`src/rtl/mp_alu_pkg.sv`:
```
// mp_alu_pkg: shared definitions for the multi-precision add/subtract path.
//   WORD_W        width of one adder word
//   mpas_state_t  sequencer states (IDLE, RUN, DONE)
//   OP_ADD/OP_SUB operation encoding carried on op_sub
package mp_alu_pkg;

  localparam int WORD_W = 32;

  typedef enum logic [1:0] {
    IDLE = 2'd0,
    RUN  = 2'd1,
    DONE = 2'd2
  } mpas_state_t;

  localparam logic OP_ADD = 1'b0;
  localparam logic OP_SUB = 1'b1;

endpackage

```
`src/rtl/mp_word_sel.sv`:
```
// mp_word_sel: combinational slice of word i_idx from two multi-word operands.
// Ports:
//   i_a, i_b   full-width operands (NWORDS x WORD_W)
//   i_idx      word index, 0 = least significant word
//   i_inv_b    invert the selected B word (upper words of a subtraction)
//   o_a_word   selected A word
//   o_b_word   selected B word, optionally inverted
module mp_word_sel
  import mp_alu_pkg::*;
#(
  parameter  int NWORDS = 4,
  localparam int IDXW   = $clog2(NWORDS)
) (
  input  logic [WORD_W*NWORDS-1:0] i_a,
  input  logic [WORD_W*NWORDS-1:0] i_b,
  input  logic [IDXW-1:0]          i_idx,
  input  logic                     i_inv_b,
  output logic [WORD_W-1:0]        o_a_word,
  output logic [WORD_W-1:0]        o_b_word
);

  logic [WORD_W-1:0] w_b_raw;

  assign o_a_word = i_a[WORD_W*i_idx +: WORD_W];
  assign w_b_raw  = i_b[WORD_W*i_idx +: WORD_W];
  assign o_b_word = i_inv_b ? ~w_b_raw : w_b_raw;

endmodule

```
`src/rtl/mp_addsub_seq.sv`:
```
// mp_addsub_seq: multi-precision add/subtract sequencer. Drives one external
// 32-bit addSub unit over NWORDS words, least significant word first, chaining
// carry/borrow and reporting final carry and signed overflow.
// Optional build macro: MPAS_ZERO_FLAG_EN adds output 'zero' (result == 0).
// Ports:
//   clk, rst                       clock, synchronous active-high reset
//   in_valid/in_ready              request handshake (ready only in IDLE)
//   op_sub, op_signed, cin, a, b   operation and operands, latched on accept
//   out_valid/out_ready            result handshake
//   result, cout, ovf              sum/difference, top carry, signed overflow
//   zero                           (MPAS_ZERO_FLAG_EN only) result is all zeros
//   dbg_state                      current sequencer state
//   au_a, au_b, au_d, au_cin, au_si  drive to the addSub unit (0 outside RUN)
//   au_s, au_cout, au_v            addSub unit results
// Handshake: a transfer happens on a rising clk edge where valid && ready;
// valid, once raised, is held with stable data until that edge.
module mp_addsub_seq
  import mp_alu_pkg::*;
#(
  parameter  int NWORDS = 4,
  localparam int W      = WORD_W * NWORDS,
  localparam int IDXW   = $clog2(NWORDS)
) (
  input  logic              clk,
  input  logic              rst,
  input  logic              in_valid,
  output logic              in_ready,
  input  logic              op_sub,
  input  logic              op_signed,
  input  logic              cin,
  input  logic [W-1:0]      a,
  input  logic [W-1:0]      b,
  output logic              out_valid,
  input  logic              out_ready,
  output logic [W-1:0]      result,
  output logic              cout,
  output logic              ovf,
`ifdef MPAS_ZERO_FLAG_EN
  output logic              zero,
`endif
  output logic [1:0]        dbg_state,
  output logic [WORD_W-1:0] au_a,
  output logic [WORD_W-1:0] au_b,
  output logic              au_d,
  output logic              au_cin,
  output logic              au_si,
  input  logic [WORD_W-1:0] au_s,
  input  logic              au_cout,
  input  logic              au_v
);

  localparam logic [IDXW-1:0] LAST_IDX = IDXW'(NWORDS - 1);

  mpas_state_t       r_state;
  mpas_state_t       w_next_state;
  logic [IDXW-1:0]   r_idx;
  logic [W-1:0]      r_a;
  logic [W-1:0]      r_b;
  logic              r_op_sub;
  logic              r_op_signed;
  logic              r_cin;
  logic              r_carry;
  logic [W-1:0]      r_result;
  logic              r_cout;
  logic              r_ovf;

  logic              w_accept;
  logic              w_run;
  logic              w_first;
  logic              w_last;
  logic              w_is_sub;
  logic [WORD_W-1:0] w_a_word;
  logic [WORD_W-1:0] w_b_word;

  assign w_accept = in_valid && in_ready;
  assign w_run    = (r_state == RUN);
  assign w_first  = (r_idx == '0);
  assign w_last   = (r_idx == LAST_IDX);
  assign w_is_sub = (r_op_sub == OP_SUB);

  // Word 0 of a subtraction uses the adder's own subtract mode (A+~B+1);
  // upper words invert B here and add with the chained carry instead.
  mp_word_sel #(.NWORDS(NWORDS)) u_word_sel (
    .i_a      (r_a),
    .i_b      (r_b),
    .i_idx    (r_idx),
    .i_inv_b  (w_is_sub && !w_first),
    .o_a_word (w_a_word),
    .o_b_word (w_b_word)
  );

  // State register
  always_ff @(posedge clk) begin
    if (rst) r_state <= IDLE;
    else     r_state <= w_next_state;
  end

  // Next-state logic
  always_comb begin
    w_next_state = r_state;
    case (r_state)
      IDLE:    if (w_accept)  w_next_state = RUN;
      RUN:     if (w_last)    w_next_state = DONE;
      DONE:    if (out_ready) w_next_state = IDLE;
      default:                w_next_state = IDLE;
    endcase
  end

  // State-decoded outputs
  always_comb begin
    in_ready  = (r_state == IDLE);
    out_valid = (r_state == DONE);
    dbg_state = r_state;
  end

  // Adder drive; everything is forced to 0 outside RUN
  always_comb begin
    au_a   = '0;
    au_b   = '0;
    au_d   = 1'b0;
    au_cin = 1'b0;
    au_si  = 1'b0;
    if (w_run) begin
      au_a  = w_a_word;
      au_b  = w_b_word;
      au_d  = w_is_sub && w_first;
      au_si = r_op_signed && w_last;
      if (!w_first)                  au_cin = r_carry;
      else if (r_op_sub == OP_ADD)   au_cin = r_cin;
      else                           au_cin = 1'b0;
    end
  end

  // Datapath
  always_ff @(posedge clk) begin
    if (rst) begin
      r_idx       <= '0;
      r_a         <= '0;
      r_b         <= '0;
      r_op_sub    <= 1'b0;
      r_op_signed <= 1'b0;
      r_cin       <= 1'b0;
      r_carry     <= 1'b0;
      r_result    <= '0;
      r_cout      <= 1'b0;
      r_ovf       <= 1'b0;
    end else begin
      case (r_state)
        IDLE: begin
          if (w_accept) begin
            r_a         <= a;
            r_b         <= b;
            r_op_sub    <= op_sub;
            r_op_signed <= op_signed;
            r_cin       <= cin;
            r_idx       <= '0;
            r_carry     <= 1'b0;
          end
        end
        RUN: begin
          r_result[WORD_W*r_idx +: WORD_W] <= au_s;
          r_carry <= au_cout;
          r_idx   <= r_idx + 1'b1;
          if (w_last) begin
            r_cout <= au_cout;
            r_ovf  <= r_op_signed & au_v;
          end
        end
        default: ;
      endcase
    end
  end

  assign result = r_result;
  assign cout   = r_cout;
  assign ovf    = r_ovf;

`ifdef MPAS_ZERO_FLAG_EN
  logic r_zero;

  always_ff @(posedge clk) begin
    if (rst)                        r_zero <= 1'b0;
    else if (w_accept)              r_zero <= 1'b1;
    else if (w_run && au_s != '0)   r_zero <= 1'b0;
  end

  assign zero = r_zero;
`endif

endmodule

```
`config.mk`:
```
export PLATFORM = sky130hd
export DESIGN_NAME = mp_addsub_seq
export DESIGN_NICKNAME = d
export VERILOG_FILES = /design/src/rtl/mp_alu_pkg.sv /design/src/rtl/mp_word_sel.sv /design/src/rtl/mp_addsub_seq.sv
export SDC_FILE = /design/constraint.sdc
export NUM_CORES = 1
export LEC_CHECK = 0
export BUFFER_PORTS_ARGS = -buffer_cell sky130_fd_sc_hd__clkbuf_2
export CORE_AREA = 2 2 193 195
export DETAILED_ROUTE_END_ITERATION = 12
export DIE_AREA = 0 0 195 197
export GPL_TIMING_DRIVEN = 0
export PLACE_DENSITY_LB_ADDON = 0.15
export SLEW_MARGIN = 20
export SYNTH_ARGS = -nofsm -noshare
export SYNTH_HDL_FRONTEND = slang
export SYNTH_SLANG_ARGS = --single-unit
```
`constraint.sdc`:
```
create_clock -name clk -period 5.2 [get_ports clk]
set_input_delay 0.52 -clock clk [delete_from_list [all_inputs] [get_ports clk]]
set_output_delay 0.52 -clock clk [all_outputs]
set_load 0.01 [all_outputs]
```
==> results of run 1 <==
layout by cell type, fill, tap and decap left out, types with 2 or more instances in the layout:
cell	netlist	final
a21oi_1	302	302
a22o_1	60	60
a32oi_1	34	34
and2_1	32	32
and3_1	3	3
and3b_1	2	2
buf_1	5	5
buf_2	56	56
buf_4	6	6
buf_6	3	3
bufinv_16	0	6
clkbuf_1	89	103
clkbuf_16	0	45
clkbuf_2	0	497
clkbuf_8	0	8
clkinv_2	0	4
dfxtp_1	394	394
diode_2	0	8
ha_1	5	5
inv_1	2	2
mux4_2	64	64
nand2_1	557	557
nand2b_1	4	4
nand3_1	68	68
nand3b_1	5	5
nand4_1	3	3
nor2_1	37	37
nor2b_1	2	2
nor3b_4	2	2
o21ai_0	2	2
o21ai_1	30	30
stage by stage:
stage	instances	cell area, sq um	total power [uW]	hold slack [ps]	util [%]
after detailed placement	2739	18700	4160	442	51.5
after global routing	2825	20200	7580	193	55.7
after global placement	2739	18700	4140	439	51.5
final	2825	20200	7320	199	55.7
after floorplan	1774	15600	3780	433	-
after CTS	2817	20200	7360	181	55.6
area by class of cell:
| cell class | count | area (sq um) | share of cell area (%) |
|---|---|---|---|
| Sequential cell | 394 | 7890 | 39.1 |
| Antenna cell | 8 | 20.0 | 0.0991 |
| Buffer | 159 | 712 | 3.52 |
| Multi-Input combinational cell | 1219 | 7000 | 34.7 |
| Clock inverter | 11 | 209 | 1.03 |
| Clock buffer | 67 | 1290 | 6.38 |
| Timing Repair Buffer | 497 | 2490 | 12.3 |
| Tap cell | 468 | 586 | 2.90 |
| Inverter | 2 | 7.51 | 0.0372 |
final timing paths:
kind	from	end	slack, ps	cells past startpoint
hold reg to reg	result[78]	result[78]	450	2
hold / removal	b[0]	r_b[0]	200	3
setup reg to reg	r_idx[1]	result[126]	1910	8
setup / recovery	r_idx[1]	au_b[22]	680	10
worst reg2reg max path, delay by kind of cell (launching register included):
| family | cells | cell delay, ps |
|---|---|---|
| flip-flops | 1 | 460 |
| adder cells (fa/ha/maj) | 1 | 400 |
| AO/OA/AOI/OAI | 1 | 160 |
| buffers and inverters | 4 | 1420 |
| AND/OR/NAND/NOR | 2 | 790 |
routing by layer:
layer	global-route usage [%]	share of wire (%)	vias to the layer above
li1	-	-	7206
met1	34.5	40	7099
met2	50.3	50	573
met3	6.50	7.6	106
met4	10.9	3.1	2
met5	0	0.023	-
power by group:
| group | total, uW | internal [uW] | leakage, uW | switching (uW) |
|---|---|---|---|---|
| combinational | 857 | 335 | 0.00463 | 522 |
| sequential | 3240 | 3160 | 0.00322 | 77.9 |
| clock | 3220 | 2000 | 0.000733 | 1220 |
| total | 7320 | 5500 | 0.00859 | 1820 |
state kept, by name, indices dropped and copies added (netlist names):
register,cells
r_carry,1
r_idx,2
ovf,1
r_a,128
r_b,128
dbg_state,2
result,128
r_op_signed,1
cout,1
r_op_sub,1
r_cin,1
synthesized netlist by cell type (all sizes together):
cell    instances
and3            3
a21oi         302
a32oi          34
a22o           60
inv             2
nand2b          4
ha              5
nor4b           1
nand4           3
o21ai          32
nor2           37
and2           32
nand2         557
and2b           1
dfxtp         394
and4b           1
nor2b           2
o21a            1
clkbuf         89
buf            70
or2             1
nand3          68
nand3b          5
and3b           2
and4            1
nor3b           2
mux4           64
or3b            1
kinds of logic (layout without fill, tap and decap cells):
group	after synthesis	after routing	synth area share (%)
buffers and inverters	161	736	4.61
adders and majority gates	5	5	0.401
DFF	394	394	50.5
other	0	8	0
and+or+nand+nor	721	721	19.2
AOI/OAI and AO/OA	429	429	16.0
muxes	64	64	9.24
==> results.md, run 1 <==
- Syn Nets: 2,076
- Slew HR: 38.0%
- Final HPWL DP: 43,400 um
- Area growth syn-to-layout: 29.4%
- Crit Path Category: reg2out
- Post-synth top area share: 50.5%
- Final worst slack: 684 ps
- DRT Wirelength: 56,400 um
- Crit. End Element: output port
- Final Hold Vio Count: 0
- HP Class: in2reg
- Maximum VDD drop: 221 uV
- Die span in x: 195 um
- Number of global-route vias before repair: 14,900
- Post-route minimum period: 4520 ps
- DR WL/cell: 20.0 um
- Sink Count: 394
- Clock skew: 12.8 ps
- Crit path max-delay family: buffers and inverters
- Slew @ Worst Pin: 929 ps
- CP required: 4680 ps
- Pwr per Cell Area: 362 nW/um^2
- CP most frequent cell: clkbuf_1
- Share of layout cells above drive strength 1: 29.5%
- Critical Path Start Type: register
- Final setup fails: 0
- Residual DRC count: 0
- Clock transition at path regs: 60 ps
- Mean post-synth cell area: 8.80 sq um
- Run status: completed
- GR Overflow Total: 0
- Vias: 15,000
- DRT iter0 DRCs: 816
- Pins Over Slew Limit: 0
- Drt first pass iters: 5
- Routability congestion estimate: 0.872
- IO Port Bufs: 497
- Slowest stage delay, CP: 600 ps
- # hold bufs at CTS: 0
- IO Count: 498
- Setup TNS: 0 ps
- Initial Util: 43.0%
- Yosys top cell by area: dfxtp_1
- Post-CTS setup buffers: 0
- Initial antenna violation count: 10
- RSZ-0062 raised after global routing: no
- Warnings, synthesis: 0
- H-tree levels: 2
- Period utilization: 86.8%
- Largest net degree at the start of global routing: 14
- Via-to-Cell Ratio: 5.30
- Yosys cell types: 32
- Worst Path Arrival: 4000 ps
- Clock Latency Late Sink: 540 ps
- Slowest CP cell: buf_1
- Root Driver: clkbuf_16
- FILL cells: 3,472
- Site Rows: 70
- Area contributors post-synth: dfxtp_1 51%, nand2_1 13%, a21oi_1 9.7%
- ANT nets after route: 0
- Register area share after synthesis: 50.5%
- Pre-CTS WS: 1260 ps
- First-pass GRT wire length: 85,200 um
- Post-synthesis instance total: 1,774
- Area of the core: 36,300 sq um
- GRT Overall Usage: 28.7%
- Max Fclk: 221 MHz
- Flip-flop and latch count after synthesis: 394
- CTS Buf Count: 43
- Die area: 38,400 sq um
- Clock Tree Buf Depth: 3
- CP Cell Sequence: buf_2 -> buf_1 -> inv_1 -> ha_1 -> nand2b_1 -> clkbuf_1 -> or2_1 -> clkbuf_1 -> o21ai_1 -> clkbuf_2
- Leakage: 0.00859 uW
- TritonCTS clock tree: yes
- Post-CTS sizing: 0
- WP buf/inv: 6
- Synth Cell Area: 15,600 sq um
- Die Ht: 197 um
- MaxCap Viol Count: 0
- # nets final: 2,618
- Crit Path Max Fanout: 10
Note: power is estimated with default switching activity, not from simulation.
==> run 2: changes to the inputs <==
--- a/config.mk
+++ b/config.mk
@@ -5,12 +5,13 @@
 export SDC_FILE = /design/constraint.sdc
 export NUM_CORES = 1
 export LEC_CHECK = 0
+export ABC_AREA = 1
 export BUFFER_PORTS_ARGS = -buffer_cell sky130_fd_sc_hd__clkbuf_2
-export CORE_AREA = 2 2 193 195
+export CORE_AREA = 2 2 191 193
 export DETAILED_ROUTE_END_ITERATION = 12
-export DIE_AREA = 0 0 195 197
+export DIE_AREA = 0 0 193 195
 export GPL_TIMING_DRIVEN = 0
-export PLACE_DENSITY_LB_ADDON = 0.15
+export PLACE_DENSITY = 0.75
 export SLEW_MARGIN = 20
 export SYNTH_ARGS = -nofsm -noshare
 export SYNTH_HDL_FRONTEND = slang
==> run 2 against run 1 <==
Effect of this change: non-clock buffer count up 31; final cell count up 23%; combinational power up 28%; critical path depth unchanged; sequential power up 2%; design area up 4.0%; clock power down 6%; largest cell class unchanged.
==> results.md, run 2 <==
- Run status: completed (unchanged)
- First-pass GRT wire length: 93,300 um (was 85,200 um)
- Max Fclk: 212 MHz (was 221 MHz)
- Critical Path Start Type: register (unchanged)
- Post-CTS sizing: 0 (unchanged)
- Residual DRC count: 0 (unchanged)
- Post-route minimum period: 4720 ps (was 4520 ps)
- Met3 wire len: 5500 um (was 4260 um)
- DRT iter0 DRCs: 1,488 (was 816)
- Clock skew: 17.9 ps (was 12.8 ps)
- Slew HR: 28.4% (was 38.0%)
- Reg2reg start: r_idx[0] (was r_idx[1])
- Internal: 5390 uW (was 5500 uW)
- Maximum VDD drop: 245 uV (was 221 uV)
- MaxCap Viol Count: 0 (unchanged)
- Initial antenna violation count: 15 (was 10)
- Setup TNS: 0 ps (unchanged)
- Area contributors post-synth: dfxtp_1 48%, nor2_1 16%, o21ai_0 9.9% (was dfxtp_1 51%, nand2_1 13%, a21oi_1 9.7%)
- Flip-flop and latch count after synthesis: 394 (unchanged)
- IO Port Bufs: 496 (was 497)
- Clock Tree Buf Depth: 3 (unchanged)
- Final setup fails: 0 (unchanged)
- Post-CTS setup buffers: 0 (unchanged)
- Leakage: 0.00918 uW (was 0.00859 uW)
- H-tree levels: 2 (unchanged)
- # nets final: 3,257 (was 2,618)
- Synth async-reset ratio: 0% (unchanged)
- Post-synthesis instance total: 2,414 (was 1,774)
- Clock transition at path regs: 60 ps (about the same)
- Yosys cell types: 20 (was 32)
- Post-synthesis xor/xnor area fraction: 0% (unchanged)
- Switching power: 2060 uW (was 1820 uW)
- Mean post-synth cell area: 6.84 sq um (was 8.80 sq um)
- Commonest cells post-synth: 718 x nor2_1, 394 x dfxtp_1, 369 x nand2_1 (was 557 x nand2_1, 394 x dfxtp_1, 302 x a21oi_1)
- Pwr per Cell Area: 355 nW/um^2 (was 362 nW/um^2)
- Compound-gate portion of the synthesized area: 15.9% (was 16.0%)
- Die Ht: 195 um (was 197 um)
- Max Used Layer: met4 (was met5)
- Register area share after synthesis: 47.8% (was 50.5%)
- Sink Count: 394 (unchanged)
- Die span in x: 193 um (was 195 um)
- Final HPWL DP: 48,200 um (was 43,400 um)
- CP required: 4680 ps (about the same)
- Area of the core: 35,400 sq um (was 36,300 sq um)
- Root Driver: clkbuf_16 (unchanged)
- Final Hold Vio Count: 0 (unchanged)
- TritonCTS clock tree: yes (unchanged)
- Clk network pwr share: 40.9% (was 44.0%)
- Largest net degree at the start of global routing: 14 (unchanged)
- Slew @ Worst Pin: 1070 ps (was 929 ps)
- Number of global-route vias before repair: 17,000 (was 14,900)
- Reg power frac: 44.4% (was 44.3%)
- Area growth syn-to-layout: 27.2% (was 29.4%)
- Post-synth top area share: 47.8% (was 50.5%)
- Site Rows: 69 (was 70)
- Die area: 37,600 sq um (was 38,400 sq um)
- Commonest non-fill, non-tap cell in the layout: nor2_1 (was nand2_1)
- GR Overflow Total: 0 (unchanged)
- CP Cell Sequence: buf_2 -> inv_1 -> buf_2 -> clkbuf_1 -> ha_1 -> nor2_1 -> clkbuf_1 -> a21oi_1 -> nor2_1 -> clkbuf_2 (was buf_2 -> buf_1 -> inv_1 -> ha_1 -> nand2b_1 -> clkbuf_1 -> or2_1 -> clkbuf_1 -> o21ai_1 -> clkbuf_2)
- Crit Path Max Fanout: 12 (was 10)
- Crit Path Category: reg2out (unchanged)
- Slowest CP cell: nor2_1 (was buf_1)
- Worst Path Arrival: 4200 ps (was 4000 ps)
- Met1 WL: 25,300 um (was 22,400 um)
- Via-to-Cell Ratio: 5.34 (was 5.30)
- Commonest non-fill, non-tap cells in the layout: 718 x nor2_1, 496 x clkbuf_2, 394 x dfxtp_1 (was 557 x nand2_1, 497 x clkbuf_2, 394 x dfxtp_1)
- Vias: 18,500 (was 15,000)
- Period utilization: 90.7% (was 86.8%)
- Post-synth EDFFs: 0 (unchanged)
- Main combinational cell family by area after synthesis: simple AND/OR/NAND/NOR gates (unchanged)
- GRT Overall Usage: 32.1% (was 28.7%)
- Share of layout cells above drive strength 1: 20.8% (was 29.5%)
- Post-synthesis mux area share: 0% (was 9.24%)
- Routability congestion estimate: 0.951 (was 0.872)
- Yosys top cell by area: dfxtp_1 (unchanged)
- CTS Buf Count: 43 (unchanged)
- Slowest stage delay, CP: 840 ps (was 600 ps)
- Syn Nets: 2,716 (was 2,076)
- Hold_sp: a[49] (was b[0])
- Crit. End Element: output port (unchanged)
- Initial Util: 46.6% (was 43.0%)
- RSZ-0062 raised after global routing: no (unchanged)
- Combinational Power Share: 14.7% (was 11.7%)
- Post-Synth Adder-Cell Area: 0.379% (was 0.401%)
- Top_reg_cell synth: dfxtp_1 (unchanged)
- Power consumption: 7450 uW (was 7320 uW)
- Synth Cell Area: 16,500 sq um (was 15,600 sq um)
- CP Launch Point: r_idx[0] (was r_idx[1])
- IO Count: 498 (unchanged)
- ANT nets after route: 0 (unchanged)
- Warnings, synthesis: 0 (unchanged)
- HP Class: in2reg (unchanged)
- DRT Wirelength: 62,700 um (was 56,400 um)
- Pins Over Slew Limit: 0 (unchanged)
- # hold bufs at CTS: 0 (unchanged)
- Met2 WL: 28,900 um (was 27,900 um)
- Most common cell in the netlist: nor2_1 (was nand2_1)
- DR WL/cell: 18.1 um (was 20.0 um)
- Drt first pass iters: 6 (was 5)
- Simple-gate share of the synthesized area: 30.2% (was 19.2%)
- Net Sw Frac: 27.6% (was 24.9%)
- Clock Latency Late Sink: 540 ps (about the same)
-- run 2: changes by cell type in the layout (fill, tap and decap cells not counted), sizes merged, moves of 32 or more --
cell    before  now
nand3       68  130
nor2        37  721
a22o        60    0
inv          2   42
mux4        64    0
nand2      557  371
clkbuf     653  691
and2        32    0
a32oi       34    0
a21oi      302  199
o21ai       32  325
-- run 2: area by class of cell --
class	count	area [sq um]
fillers	3449	14400
flip-flops and latches	394	7890
multi-input cells	1787	7680
repair buffers	496	2480
clock buffers	68	1300
plain buffers	191	785
well taps	461	577
inverters	42	158
clock inverters	7	91.3
diodes	15	37.5
-- run 2: cell families (layout without fill, tap and decap cells) --
kind of cell,after synthesis,in the layout
AOI/OAI and AO/OA,525,525
buffers and inverters,233,804
and+or+nand+nor,1257,1257
DFF,394,394
other,0,15
adders and majority gates,5,5
-- run 2: path summary, 6_finish.rpt --
check | end | slack [ps] | cells after the start
max reg2reg | result[69] | 1980 | 10
max | au_b[28] | 480 | 10
min | r_a[49] | 230 | 3
min reg2reg | cout | 460 | 2
-- run 2: power groups by stage --
stage | clock network, uW | logic [uW] | registers, uW
finish | 3040 | 1100 | 3300
global route | 3190 | 1220 | 3320
detailed placement | 0 | 1080 | 3370
CTS | 3060 | 1080 | 3300
global placement | 0 | 1050 | 3360
floorplan | 0 | 646 | 3350
-- run 2: stage by stage --
step                area, sq um  util, %  cells  hold WS, ps  setup WS [ps]
global route              21000     59.3   3459          235            234
CTS                       21000     59.2   3446          214            433
detailed placement        19600     55.3   3371          454           1030
global placement          19600     55.3   3371          449           1130
floorplan                 16500        -   2414          441           2590
finish                    21000     59.3   3461          228            485
-- run 2: worst max-delay path, delay by kind of cell (launching register included) --
kind	cells	cell delay, ps
buffers and inverters	6	1680
AOI/OAI and AO/OA	1	80
DFF	1	370
and+or+nand+nor	2	1130
adders and majority gates	1	390
-- run 2: layer usage --
metal / global-route usage (%) / vias to the layer above
li1: - / 8929
met1: 40.5 / 8512
met2: 51.6 / 878
met3: 6.29 / 163
met4: 16.7 / 0
met5: 0 / -
